`src/rtl/pio_master_sequencer.sv`:
```
// pio_master_sequencer: executes WRITE / READ / POLL commands as single
// Avalon-MM transfers against a PIO slave without waitrequest, and returns
// a one-cycle response pulse per command.
// Optional feature macro: PIO_MASTER_POLL_EN enables the POLL operation
// (GAP state, elapsed counter, masked compare). Without it op 10 is illegal.
module pio_master_sequencer #(
  parameter int READ_LATENCY = 1,
  parameter int POLL_TIMEOUT = 1024,
  parameter int POLL_GAP     = 4
) (
  input  logic        clk,
  input  logic        reset,
  input  logic        cmd_valid,
  output logic        cmd_ready,
  input  logic [1:0]  cmd_op,
  input  logic [2:0]  cmd_address,
  input  logic [31:0] cmd_data,
  input  logic [31:0] cmd_mask,
  output logic        rsp_valid,
  output logic [31:0] rsp_data,
  output logic        rsp_err,
  output logic        busy,
  output logic        avm_chipselect,
  output logic        avm_write_n,
  output logic [2:0]  avm_address,
  output logic [31:0] avm_writedata,
  input  logic [31:0] avm_readdata
);

  localparam logic [1:0] OP_WRITE  = 2'b00;
  localparam logic [1:0] OP_READ   = 2'b01;
  localparam logic [2:0] LAST_WAIT = 3'(READ_LATENCY - 1);

`ifdef PIO_MASTER_POLL_EN
  localparam logic [1:0] OP_POLL   = 2'b10;
  localparam int         ELAPSED_W = (POLL_TIMEOUT < 1) ? 1 : $clog2(POLL_TIMEOUT + 1);
  localparam int         GAP_W     = (POLL_GAP < 2) ? 1 : $clog2(POLL_GAP);

  typedef enum logic [2:0] {IDLE, WRITE, RD_ADDR, RD_WAIT, GAP, RESP} state_t;
`else
  typedef enum logic [2:0] {IDLE, WRITE, RD_ADDR, RD_WAIT, RESP} state_t;
`endif

  state_t      state_q, state_d;
  logic        cmd_ready_q, cmd_ready_d;
  logic        busy_q, busy_d;
  logic        rsp_valid_q, rsp_valid_d;
  logic [31:0] rsp_data_q, rsp_data_d;
  logic        rsp_err_q, rsp_err_d;
  logic        avm_cs_q, avm_cs_d;
  logic        avm_write_n_q, avm_write_n_d;
  logic [2:0]  avm_address_q, avm_address_d;
  logic [31:0] avm_writedata_q, avm_writedata_d;
  logic [2:0]  wait_cnt_q, wait_cnt_d;

`ifdef PIO_MASTER_POLL_EN
  // Latched command fields; POLL re-issues reads and compares against them.
  logic [1:0]           op_q, op_d;
  logic [2:0]           addr_q, addr_d;
  logic [31:0]          data_q, data_d;
  logic [31:0]          mask_q, mask_d;
  logic [ELAPSED_W-1:0] elapsed_q, elapsed_d;
  logic [GAP_W-1:0]     gap_cnt_q, gap_cnt_d;
  logic                 poll_match;

  // A zero mask always matches, so the first read completes the poll.
  assign poll_match = ((avm_readdata ^ data_q) & mask_q) == 32'd0;
`else
  // Without POLL, the bus output flops themselves hold the latched address
  // and write data, and the compare mask has no consumer.
  logic unused_mask;
  assign unused_mask = ^cmd_mask;
`endif

  // Next-state and next-output computation for the whole sequencer.
  always_comb begin
    state_d         = state_q;
    avm_cs_d        = 1'b0;
    avm_write_n_d   = 1'b1;
    avm_address_d   = 3'd0;
    avm_writedata_d = 32'd0;
    rsp_valid_d     = 1'b0;
    rsp_data_d      = 32'd0;
    rsp_err_d       = 1'b0;
    wait_cnt_d      = wait_cnt_q;
`ifdef PIO_MASTER_POLL_EN
    op_d      = op_q;
    addr_d    = addr_q;
    data_d    = data_q;
    mask_d    = mask_q;
    gap_cnt_d = gap_cnt_q;
    elapsed_d = (elapsed_q == '1) ? elapsed_q : elapsed_q + 1'b1;
`endif
    case (state_q)
      IDLE: begin
        if (cmd_valid) begin
`ifdef PIO_MASTER_POLL_EN
          op_d      = cmd_op;
          addr_d    = cmd_address;
          data_d    = cmd_data;
          mask_d    = cmd_mask;
          elapsed_d = '0;
`endif
          case (cmd_op)
            OP_WRITE: begin
              state_d         = WRITE;
              avm_cs_d        = 1'b1;
              avm_write_n_d   = 1'b0;
              avm_address_d   = cmd_address;
              avm_writedata_d = cmd_data;
            end
            OP_READ: begin
              state_d       = RD_ADDR;
              avm_cs_d      = 1'b1;
              avm_address_d = cmd_address;
            end
`ifdef PIO_MASTER_POLL_EN
            OP_POLL: begin
              state_d       = RD_ADDR;
              avm_cs_d      = 1'b1;
              avm_address_d = cmd_address;
            end
`endif
            default: begin
              state_d     = RESP;
              rsp_valid_d = 1'b1;
              rsp_err_d   = 1'b1;
            end
          endcase
        end
      end
      WRITE: begin
        state_d     = RESP;
        rsp_valid_d = 1'b1;
      end
      RD_ADDR: begin
        state_d    = RD_WAIT;
        wait_cnt_d = 3'd0;
      end
      RD_WAIT: begin
        if (wait_cnt_q == LAST_WAIT) begin
`ifdef PIO_MASTER_POLL_EN
          if (op_q == OP_POLL && !poll_match) begin
            if (elapsed_q >= ELAPSED_W'(POLL_TIMEOUT)) begin
              state_d     = RESP;
              rsp_valid_d = 1'b1;
              rsp_err_d   = 1'b1;
            end else if (POLL_GAP == 0) begin
              state_d       = RD_ADDR;
              avm_cs_d      = 1'b1;
              avm_address_d = addr_q;
            end else begin
              state_d   = GAP;
              gap_cnt_d = '0;
            end
          end else begin
            state_d     = RESP;
            rsp_valid_d = 1'b1;
            rsp_data_d  = avm_readdata;
          end
`else
          state_d     = RESP;
          rsp_valid_d = 1'b1;
          rsp_data_d  = avm_readdata;
`endif
        end else begin
          wait_cnt_d = wait_cnt_q + 3'd1;
        end
      end
`ifdef PIO_MASTER_POLL_EN
      GAP: begin
        if (gap_cnt_q == GAP_W'(POLL_GAP - 1)) begin
          state_d       = RD_ADDR;
          avm_cs_d      = 1'b1;
          avm_address_d = addr_q;
        end else begin
          gap_cnt_d = gap_cnt_q + 1'b1;
        end
      end
`endif
      RESP: begin
        state_d = IDLE;
      end
      default: begin
        state_d = IDLE;
      end
    endcase
    busy_d      = (state_d != IDLE);
    cmd_ready_d = (state_d == IDLE);
  end

  // Single state register: FSM, registered outputs, latched fields, counters.
  always_ff @(posedge clk or posedge reset) begin
    if (reset) begin
      state_q         <= IDLE;
      cmd_ready_q     <= 1'b1;
      busy_q          <= 1'b0;
      rsp_valid_q     <= 1'b0;
      rsp_data_q      <= 32'd0;
      rsp_err_q       <= 1'b0;
      avm_cs_q        <= 1'b0;
      avm_write_n_q   <= 1'b1;
      avm_address_q   <= 3'd0;
      avm_writedata_q <= 32'd0;
      wait_cnt_q      <= 3'd0;
`ifdef PIO_MASTER_POLL_EN
      op_q      <= 2'd0;
      addr_q    <= 3'd0;
      data_q    <= 32'd0;
      mask_q    <= 32'd0;
      elapsed_q <= '0;
      gap_cnt_q <= '0;
`endif
    end else begin
      state_q         <= state_d;
      cmd_ready_q     <= cmd_ready_d;
      busy_q          <= busy_d;
      rsp_valid_q     <= rsp_valid_d;
      rsp_data_q      <= rsp_data_d;
      rsp_err_q       <= rsp_err_d;
      avm_cs_q        <= avm_cs_d;
      avm_write_n_q   <= avm_write_n_d;
      avm_address_q   <= avm_address_d;
      avm_writedata_q <= avm_writedata_d;
      wait_cnt_q      <= wait_cnt_d;
`ifdef PIO_MASTER_POLL_EN
      op_q      <= op_d;
      addr_q    <= addr_d;
      data_q    <= data_d;
      mask_q    <= mask_d;
      elapsed_q <= elapsed_d;
      gap_cnt_q <= gap_cnt_d;
`endif
    end
  end

  assign cmd_ready      = cmd_ready_q;
  assign busy           = busy_q;
  assign rsp_valid      = rsp_valid_q;
  assign rsp_data       = rsp_data_q;
  assign rsp_err        = rsp_err_q;
  assign avm_chipselect = avm_cs_q;
  assign avm_write_n    = avm_write_n_q;
  assign avm_address    = avm_address_q;
  assign avm_writedata  = avm_writedata_q;

endmodule
```
`config.mk`:
```
export PLATFORM = sky130hd
export DESIGN_NAME = pio_master_sequencer
export DESIGN_NICKNAME = d
export VERILOG_FILES = /design/src/rtl/pio_master_sequencer.sv
export SDC_FILE = /design/constraint.sdc
export NUM_CORES = 1
export LEC_CHECK = 0
export ABC_AREA = 1
export ABC_CLOCK_PERIOD_IN_PS = 2500
export BUFFER_PORTS_ARGS = -buffer_cell sky130_fd_sc_hd__buf_2
export CORE_MARGIN = 2
export CORE_UTILIZATION = 43
export CTS_BUF_LIST = sky130_fd_sc_hd__clkbuf_8 sky130_fd_sc_hd__clkbuf_16
export DETAILED_ROUTE_END_ITERATION = 16
export GPL_TIMING_DRIVEN = 0
export PLACE_DENSITY = 0.85
export SYNTH_ARGS = -nofsm -noshare
export SYNTH_HDL_FRONTEND = slang
export SYNTH_SLANG_ARGS = --single-unit
```
`constraint.sdc`:
```
create_clock -name clk -period 2.5 [get_ports clk]
set_input_delay 0 -clock clk [delete_from_list [all_inputs] [get_ports clk]]
set_output_delay 0 -clock clk [all_outputs]
set_load 0.01 [all_outputs]
```
==> results of run 1 <==
[sequential cells by signal (all words and copies together) (netlist names)]
signal          cells
avm_chipselect      1
avm_writedata      32
rsp_valid           1
avm_address         3
avm_write_n         1
rsp_err             1
state_q             3
wait_cnt_q          3
busy                1
rsp_data           32
cmd_ready           1
[worst paths after layout]
check,cells past startpoint,end
max,8,busy$_DFF_PP0_
min,4,state_q[1]$_DFF_PP0_
max reg2reg,8,busy$_DFF_PP0_
min reg2reg,2,wait_cnt_q[1]$_DFFE_PP0P_
max in group asynchronous,4,cmd_ready$_DFF_PP1_
min in group asynchronous,3,rsp_data[25]$_DFF_PP0_
[metal layers]
layer  GRT usage, %  wire length, um
met1           24.9             2930
met2           37.8             3800
met3           5.39              561
met4           8.95              179
met5              0                0
[worst min-delay path: cells and delay by family]
family,cells,cell delay (ns)
buffers and inverters,1,0.10
AND/OR/NAND/NOR,3,0.21
[cells by family (layout without fill, tap and decap cells)]
kind of cell,count (synthesis),count (layout),synth area share (%)
simple gates,126,126,19.9
flops,79,79,68.4
buf+inv,62,292,9.73
compound gates,4,4,0.822
fa+ha+maj,2,2,0.865
xor+xnor,1,1,0.303
[cell usage after synthesis, drive strengths merged]
cell	instances
buf	9
nand2	43
dfstp	2
nand4	2
ha	2
inv	53
nand3	6
o21ai	4
nor2	74
dfrtp	77
xor2	1
nand3b	1
[layout make-up]
| class | count | area (sq um) | area share (%) |
|---|---|---|---|
| Sequential cell | 79 | 1980 | 42.7 |
| Timing Repair Buffer | 214 | 1440 | 31.0 |
| Multi-Input combinational cell | 133 | 632 | 13.6 |
| Inverter | 53 | 201 | 4.34 |
| Clock buffer | 12 | 165 | 3.56 |
| Tap cell | 77 | 96.3 | 2.08 |
| Buffer | 9 | 82.6 | 1.78 |
| Clock inverter | 4 | 45.0 | 0.971 |
[where the power goes]
part	total (mW)	internal [mW]	switching [mW]
Sequential	1.46	1.41	0.0507
Clock	0.956	0.536	0.420
Combinational	0.644	0.287	0.357
Total	3.06	2.23	0.827
[what timing repair did]
action | in CTS | in global routing
hold endpoints to repair | 146 | 0
endpoints found under the setup margin | 0 | 0
hold buffers | 69 | 0
==> impl_metrics.toml, run 1 <==
[run_status]
status = "complete, no violations"

[sta]
drv_slew = 0
max_freq_ghz = 0.727
period_minus_slack_ns = 1.38
whs_ns = 0.0229
setup_viol = 0
fin_ws_ns = 1.12
finClkSkew_ns = 0.00771
tightest_slew_ns = 0.366
setup_tns_ns = 0
hold_viol_final = 0
fin_crit_sh_pct = 55.0
slew_headroom_pct = 75.6
grt_setup_unrepaired = "no"

[flow_run]
drv_cap = 0

[finish]
postLayoutCellArea_sq_mm = 0.00464
drive_gt1_share_pct = 41.1
mostFrequentLayoutCell = "buf_2"
n_antenna_cell = 0
post-route-util_pct = 72.3
layout_common_cells = "buf_2, dfrtp_1, dlygate4sd3_1, inv_1, nor2_1"
final.fill_count = 460
area_growth_pct = 60.4
fin_cells = 581
nets = 605

[cts]
cts-htree-levels = 3
cts_root_buffer = "clkbuf_8"
cts_setup_buffers = 0
cts.repair.resized = 0
cts_sinks = 79
worstSkewPairLatency_ns = 0.33
cts_buffers = 9
clkSlewWorstSetupHoldPaths_ns = 0.07
clockBufferDepth = 2
cts_tree = "yes"

[placed_design]
pre_cts_ws_ns = 1.14
portBuffers = 144
placedCellCount = 496
place.gp.congestion = 0.778
dpl_cell_area_sq_mm = 0.00374
post-dp-hpwl_um = 4260

[setup_path]
crit_type = "flip-flop to flip-flop"
cp.required_ns = 2.72
crit_path_frequent_cell = "nand2_1"
r2r_start = "wait_cnt_q[0]$_DFFE_PP0P_"
worstPathArrival_ns = 1.59
path_buf_inv = 2
r2r_slack_ns = 1.12
crit_path_end_kind = "flip-flop"
crit_chain = "inv_1 -> ha_1 -> nand2_2 -> inv_2 -> nand2_1 -> nand3_1 -> nor2_1 -> nand2_1"
cp_slowest_cell = "dfrtp_1"
critPathLaunchType = "flip-flop"
max_stage_delay_ns = 0.37
setup.worst_path.start = "wait_cnt_q[0]$_DFFE_PP0P_"
path_delay_family = "simple AND/OR/NAND/NOR gates"
path_max_fanout = 6

[synth]
synth_seq_cells = 79
synth.avg_cell_area_sq_um = 10.6
ys_seq_area_share_pct = 68.4
synth_nets = 380
synth_area_sq_mm = 0.00289
syn_inst = 274
synthTopCellsByArea = "dfrtp_1, inv_1, nor2_2"
synth.top_cell.area_share_pct = 66.6
synthDistinctLibCells = 18
yosysTopAreaCell = "dfrtp_1"
ys.warnings.count = 0

[drt]
drt-pass1-iter-count = 5
post_drt_wl_per_cell_um = 12.9
via_count = 2535
drtIter0Drc = 127
drc = 0
ant_nets = 0
vias_per_cell = 4.36
finalWirelength_um = 7480

[worst_hold_path]
min-delay-start = "cmd_op[1]"
min_path_type = "input port to flip-flop"

[global_routing]
grt.total_usage_pct = 21.5
grt_max_degree = 79
first_global_vias = 2697
grt_first_pass_wirelength_um = 12200
overflow = 0
antenna_found_initial = 0

[pwr]
finalPower_mw = 3.06
peakVddDrop_mv = 0.470
leakage_nw = 2.84
p_per_area_mw_per_mm2 = 659

[die]
start_util_pct = 45.0
die_w_um = 86.0
io_pins = 177
dieArea_sq_mm = 0.00740
num_rows = 29
die_h_um = 86.0
core_area_sq_mm = 0.00642
No activity file was read; power rests on OpenSTA's default activity.
==> run 2: changes to the inputs <==
--- a/config.mk
+++ b/config.mk
@@ -6,14 +6,14 @@
 export NUM_CORES = 1
 export LEC_CHECK = 0
 export ABC_AREA = 1
-export ABC_CLOCK_PERIOD_IN_PS = 2500
+export ABC_CLOCK_PERIOD_IN_PS = 1260
 export BUFFER_PORTS_ARGS = -buffer_cell sky130_fd_sc_hd__buf_2
 export CORE_MARGIN = 2
-export CORE_UTILIZATION = 43
+export CORE_UTILIZATION = 38
 export CTS_BUF_LIST = sky130_fd_sc_hd__clkbuf_8 sky130_fd_sc_hd__clkbuf_16
 export DETAILED_ROUTE_END_ITERATION = 16
 export GPL_TIMING_DRIVEN = 0
-export PLACE_DENSITY = 0.85
+export PLACE_DENSITY = 0.8
 export SYNTH_ARGS = -nofsm -noshare
 export SYNTH_HDL_FRONTEND = slang
 export SYNTH_SLANG_ARGS = --single-unit
==> constraint.sdc (replaced) <==
create_clock -name clk -period 1.26 [get_ports clk]
set_input_delay 0 -clock clk [delete_from_list [all_inputs] [get_ports clk]]
set_output_delay 0 -clock clk [all_outputs]
set_load 0.01 [all_outputs]
==> impl_metrics.toml, run 2 (synthesis results as in run 1) <==
[placed_design]
dpl_cell_area_sq_mm = 0.00379
placedCellCount = 519
place.gp.congestion = 0.712
post-dp-hpwl_um = 4640
pre_cts_ws_ns = -0.128
portBuffers = 144

[sta]
period_minus_slack_ns = 1.20
max_freq_ghz = 0.833
tightest_slew_ns = 0.641
fin_ws_ns = 0.0597
grt_setup_unrepaired = "yes"
hold_viol_final = 0
finClkSkew_ns = 0.00871
slew_headroom_pct = 57.2
setup_viol = 0
drv_slew = 0
fin_crit_sh_pct = 95.3
whs_ns = 0.0720

[cts]
cts-htree-levels = 3
cts_tree = "yes"
clkSlewWorstSetupHoldPaths_ns = 0.08
clockBufferDepth = 2
cts_buffers = 9
cts_root_buffer = "clkbuf_8"
cts_sinks = 79
worstSkewPairLatency_ns = 0.34

[die]
start_util_pct = 39.5
num_rows = 31
dieArea_sq_mm = 0.00833
die_w_um = 91.3
die_h_um = 91.3
core_area_sq_mm = 0.00733
io_pins = 177

[worst_hold_path]
min_path_type = "input port to flip-flop"

[pwr]
leakage_nw = 2.88
p_per_area_mw_per_mm2 = 1280
peakVddDrop_mv = 0.722
finalPower_mw = 6.13

[drt]
via_count = 2549
drtIter0Drc = 72
post_drt_wl_per_cell_um = 12.7
finalWirelength_um = 7740
ant_nets = 0
drt-pass1-iter-count = 4
drc = 0
vias_per_cell = 4.19

[finish]
mostFrequentLayoutCell = "buf_2"
postLayoutCellArea_sq_mm = 0.00479
layout_common_cells = "buf_2, dfrtp_1, dlygate4sd3_1, inv_1, nor2_1"
drive_gt1_share_pct = 43.2
n_antenna_cell = 0
fin_cells = 608
area_growth_pct = 65.6
nets = 610
final.fill_count = 585

[setup_path]
cp.required_ns = 1.53
crit_type = "flip-flop to flip-flop"
crit_path_end_kind = "flip-flop"
crit_chain = "inv_2 -> ha_4 -> nand2_4 -> inv_6 -> buf_6 -> nand2_1 -> nor2_2"
critPathLaunchType = "flip-flop"
cp_slowest_cell = "dfrtp_1"
worstPathArrival_ns = 1.47
max_stage_delay_ns = 0.40
path_max_fanout = 10

[global_routing]
overflow = 0
use_met2_pct = 37.5
grt_max_degree = 31
top_usage_layer = "met2"
grt.total_usage_pct = 19.8
first_global_vias = 2844
grt_util_met1_pct = 21.7
grt.met3_usage_pct = 4.07
antenna_found_initial = 0
grt_first_pass_wirelength_um = 12900

[run_status]
status = "complete, no violations"

[flow_run]
drv_cap = 0
-- run 2: worst paths after layout --
check / from / endpoint / slack [ns] / depth (start not counted)
worst min register to register: state_q[0]$_DFF_PP0_ / wait_cnt_q[2]$_DFFE_PP0P_ / 0.60 / 2
min in group asynchronous: reset / avm_writedata[5]$_DFF_PP0_ / 0.30 / 3
worst min-delay path: cmd_valid / state_q[1]$_DFF_PP0_ / 0.07 / 5
max in group asynchronous: reset / avm_write_n$_DFF_PP1_ / 0.36 / 4
worst max register to register: wait_cnt_q[0]$_DFFE_PP0P_ / rsp_data[26]$_DFF_PP0_ / 0.06 / 7
worst max-delay path: wait_cnt_q[0]$_DFFE_PP0P_ / rsp_data[26]$_DFF_PP0_ / 0.06 / 7
-- run 2: routing by layer --
layer | vias up | share of wire, %
li1 | 1245 | -
met3 | 15 | 6.3
met4 | 0 | 1.9
met1 | 1180 | 38
met2 | 109 | 53
met5 | - | 0
-- run 2: final cells by class --
class	count	area [sq um]	share of cell area, %
buffer	9	101	2.12
clock buffer	10	138	2.87
clock inverter	6	67.6	1.41
inverter	53	208	4.34
multi-input combinational	133	682	14.2
sequential	79	1980	41.3
tap	99	124	2.59
timing repair buffer	219	1490	31.1
-- run 2: timing repair --
item	in CTS	in global routing
endpoints found under the setup margin	35	36
hold endpoints to repair	94	0
pin swaps	2	1
gates resized for setup	13	8
setup buffers	1	2
hold buffers	70	0
-- run 2: critical path, delay by kind of cell (launching register included) --
kind          cells  cell delay [ns]
flops             1             0.40
buf+inv           3             0.33
simple gates      3             0.27
fa+ha+maj         1             0.15
-- run 2: power by group --
group          internal (mW)  switching [mW]  leakage, nW
clock network          0.976           0.902       0.0989
logic                  0.626           0.735         1.70
registers               2.79           0.101         1.08
total                   4.40            1.74         2.88
-- run 2: metrics by stage --
stage / setup TNS (ns) / util (%)
2_1_floorplan: 0 / -
3_3_place_gp: -9.32 / 51.0
3_5_place_dp: -2.55 / 51.7
4_1_cts: 0 / 64.7
5_1_grt: -0.131 / 65.4
6_report: 0 / 65.4
==> run 3: changes to the inputs <==
--- a/config.mk
+++ b/config.mk
@@ -6,14 +6,15 @@
 export NUM_CORES = 1
 export LEC_CHECK = 0
 export ABC_AREA = 1
-export ABC_CLOCK_PERIOD_IN_PS = 1260
+export ABC_CLOCK_PERIOD_IN_PS = 1500
 export BUFFER_PORTS_ARGS = -buffer_cell sky130_fd_sc_hd__buf_2
 export CORE_MARGIN = 2
-export CORE_UTILIZATION = 38
+export CORE_UTILIZATION = 46
 export CTS_BUF_LIST = sky130_fd_sc_hd__clkbuf_8 sky130_fd_sc_hd__clkbuf_16
 export DETAILED_ROUTE_END_ITERATION = 16
+export GPL_ROUTABILITY_DRIVEN = 0
 export GPL_TIMING_DRIVEN = 0
-export PLACE_DENSITY = 0.8
+export PLACE_DENSITY = 0.9
 export SYNTH_ARGS = -nofsm -noshare
 export SYNTH_HDL_FRONTEND = slang
 export SYNTH_SLANG_ARGS = --single-unit
==> constraint.sdc (replaced) <==
create_clock -name clk -period 1.5 [get_ports clk]
set_input_delay 0 -clock clk [delete_from_list [all_inputs] [get_ports clk]]
set_output_delay 0 -clock clk [all_outputs]
set_load 0.01 [all_outputs]
==> impl_metrics.toml, run 3 (synthesis results as in run 1) <==
[placed_design]
portBuffers = 144
placedCellCount = 495
dpl_cell_area_sq_mm = 0.00375
pre_cts_ws_ns = 0.143
post-dp-hpwl_um = 4690

[setup_path]
r2r_start = "wait_cnt_q[0]$_DFFE_PP0P_"
cp_slowest_cell = "dfrtp_1"
r2r_cells = 7
path_max_fanout = 10
path_delay_family = "buffers and inverters"
worstPathArrival_ns = 1.59
path_buf_inv = 3
crit_path_end_kind = "flip-flop"
r2r_slack_ns = 0.15
crit_type = "flip-flop to flip-flop"
r2r-end = "rsp_data[30]$_DFF_PP0_"
cp.required_ns = 1.74
critPathLaunchType = "flip-flop"
max_stage_delay_ns = 0.38
crit_chain = "inv_1 -> ha_1 -> nand2_2 -> inv_2 -> buf_4 -> nand2_1 -> nor2_1"

[die]
io_pins = 177
start_util_pct = 48.3
die_h_um = 83.3
dieArea_sq_mm = 0.00694
core_area_sq_mm = 0.00599
die_w_um = 83.3
num_rows = 28

[finish]
final.fill_count = 375
area_growth_pct = 59.8
layout_common_cells = "buf_2, dfrtp_1, dlygate4sd3_1, inv_1, nor2_1"
fin_cells = 580
multi_input_area_sq_um = 637
post-route-util_pct = 77.2
mostFrequentLayoutCell = "buf_2"
nets = 606
n_antenna_cell = 0
postLayoutCellArea_sq_mm = 0.00462
drive_gt1_share_pct = 41.0
regArea_sq_mm = 0.00198

[cts]
cts_buffers = 9
cts_tree = "yes"
clkSlewWorstSetupHoldPaths_ns = 0.07
cts_sinks = 79
cts-htree-levels = 3
clockBufferDepth = 2
worstSkewPairLatency_ns = 0.33
cts_root_buffer = "clkbuf_8"

[run_status]
status = "complete, no violations"

[drt]
finalWirelength_um = 8140
drc = 0
wl_met1_um = 3080
drtIter0Drc = 55
post_drt_wl_per_cell_um = 14.0
vias_per_cell = 4.51
via_count = 2618
wl_met2_um = 4310
wl_met3_um = 589
ant_nets = 0
drt-pass1-iter-count = 4
top_layer = "met4"

[global_routing]
grt_first_pass_wirelength_um = 13800
overflow = 0
antenna_found_initial = 0
grt_max_degree = 30
first_global_vias = 2972
grt.total_usage_pct = 25.3

[flow_run]
drv_cap = 0

[sta]
tightest_slew_ns = 0.584
grt_setup_unrepaired = "no"
fin_ws_ns = 0.150
drv_slew = 0
max_freq_ghz = 0.741
slew_headroom_pct = 61.0
period_minus_slack_ns = 1.35
setup_tns_ns = 0
fin_crit_sh_pct = 90.0
setup_viol = 0
hold_viol_final = 0
whs_ns = 0.0150
finClkSkew_ns = 0.00888

[pwr]
finalPower_mw = 4.90
peakVddDrop_mv = 0.717
leakage_nw = 2.85
p_per_area_mw_per_mm2 = 1060

[worst_hold_path]
min_to = "state_q[1]$_DFF_PP0_"
min-delay-start = "cmd_op[1]"
hold_depth = 4
min_path_type = "input port to flip-flop"
run 3: worst max path at each step:
stage / depth (start not counted) / start / slack, ns / end
floorplan: 8 / wait_cnt_q[0]$_DFFE_PP0P_ / 0.33 / busy$_DFF_PP0_
global placement: 2 / reset / 0.14 / rsp_data[24]$_DFF_PP0_
detailed placement: 8 / wait_cnt_q[0]$_DFFE_PP0P_ / 0.14 / busy$_DFF_PP0_
CTS: 7 / wait_cnt_q[0]$_DFFE_PP0P_ / 0.12 / rsp_data[30]$_DFF_PP0_
global route: 7 / wait_cnt_q[0]$_DFFE_PP0P_ / 0.003 / rsp_data[10]$_DFF_PP0_
finish: 7 / wait_cnt_q[0]$_DFFE_PP0P_ / 0.15 / rsp_data[30]$_DFF_PP0_
run 3: layout make-up:
| class | count | area share [%] |
|---|---|---|
| Sequential cell | 79 | 42.8 |
| Timing Repair Buffer | 215 | 31.4 |
| Multi-Input combinational cell | 133 | 13.8 |
| Inverter | 53 | 4.38 |
| Clock buffer | 11 | 3.27 |
| Tap cell | 75 | 2.03 |
| Buffer | 9 | 1.89 |
| Clock inverter | 5 | 0.433 |
run 3: metal layers:
metal | up-vias | track usage (%)
met5 | - | 0
met3 | 16 | 7.46
met1 | 1247 | 28.1
li1 | 1239 | -
met4 | 0 | 9.69
met2 | 116 | 45.5
run 3: what timing repair did:
action / 4_1_cts / 5_1_grt
resized for setup: 0 / 4
setup buffers: 0 / 0
hold endpoints to repair: 94 / 0
hold buffers: 69 / 0
setup endpoints to repair: 0 / 11
run 3: worst min-delay path, cell delays in order:
cell	delay [ns]
buf_2	0.10
nor2_1	0.05
nand4_1	0.08
nand2_1	0.07
run 3: power breakdown:
| part | internal [mW] | switching [mW] | total, mW |
|---|---|---|---|
| registers | 2.35 | 0.0878 | 2.44 |
| logic | 0.486 | 0.607 | 1.09 |
| clock network | 0.667 | 0.707 | 1.37 |
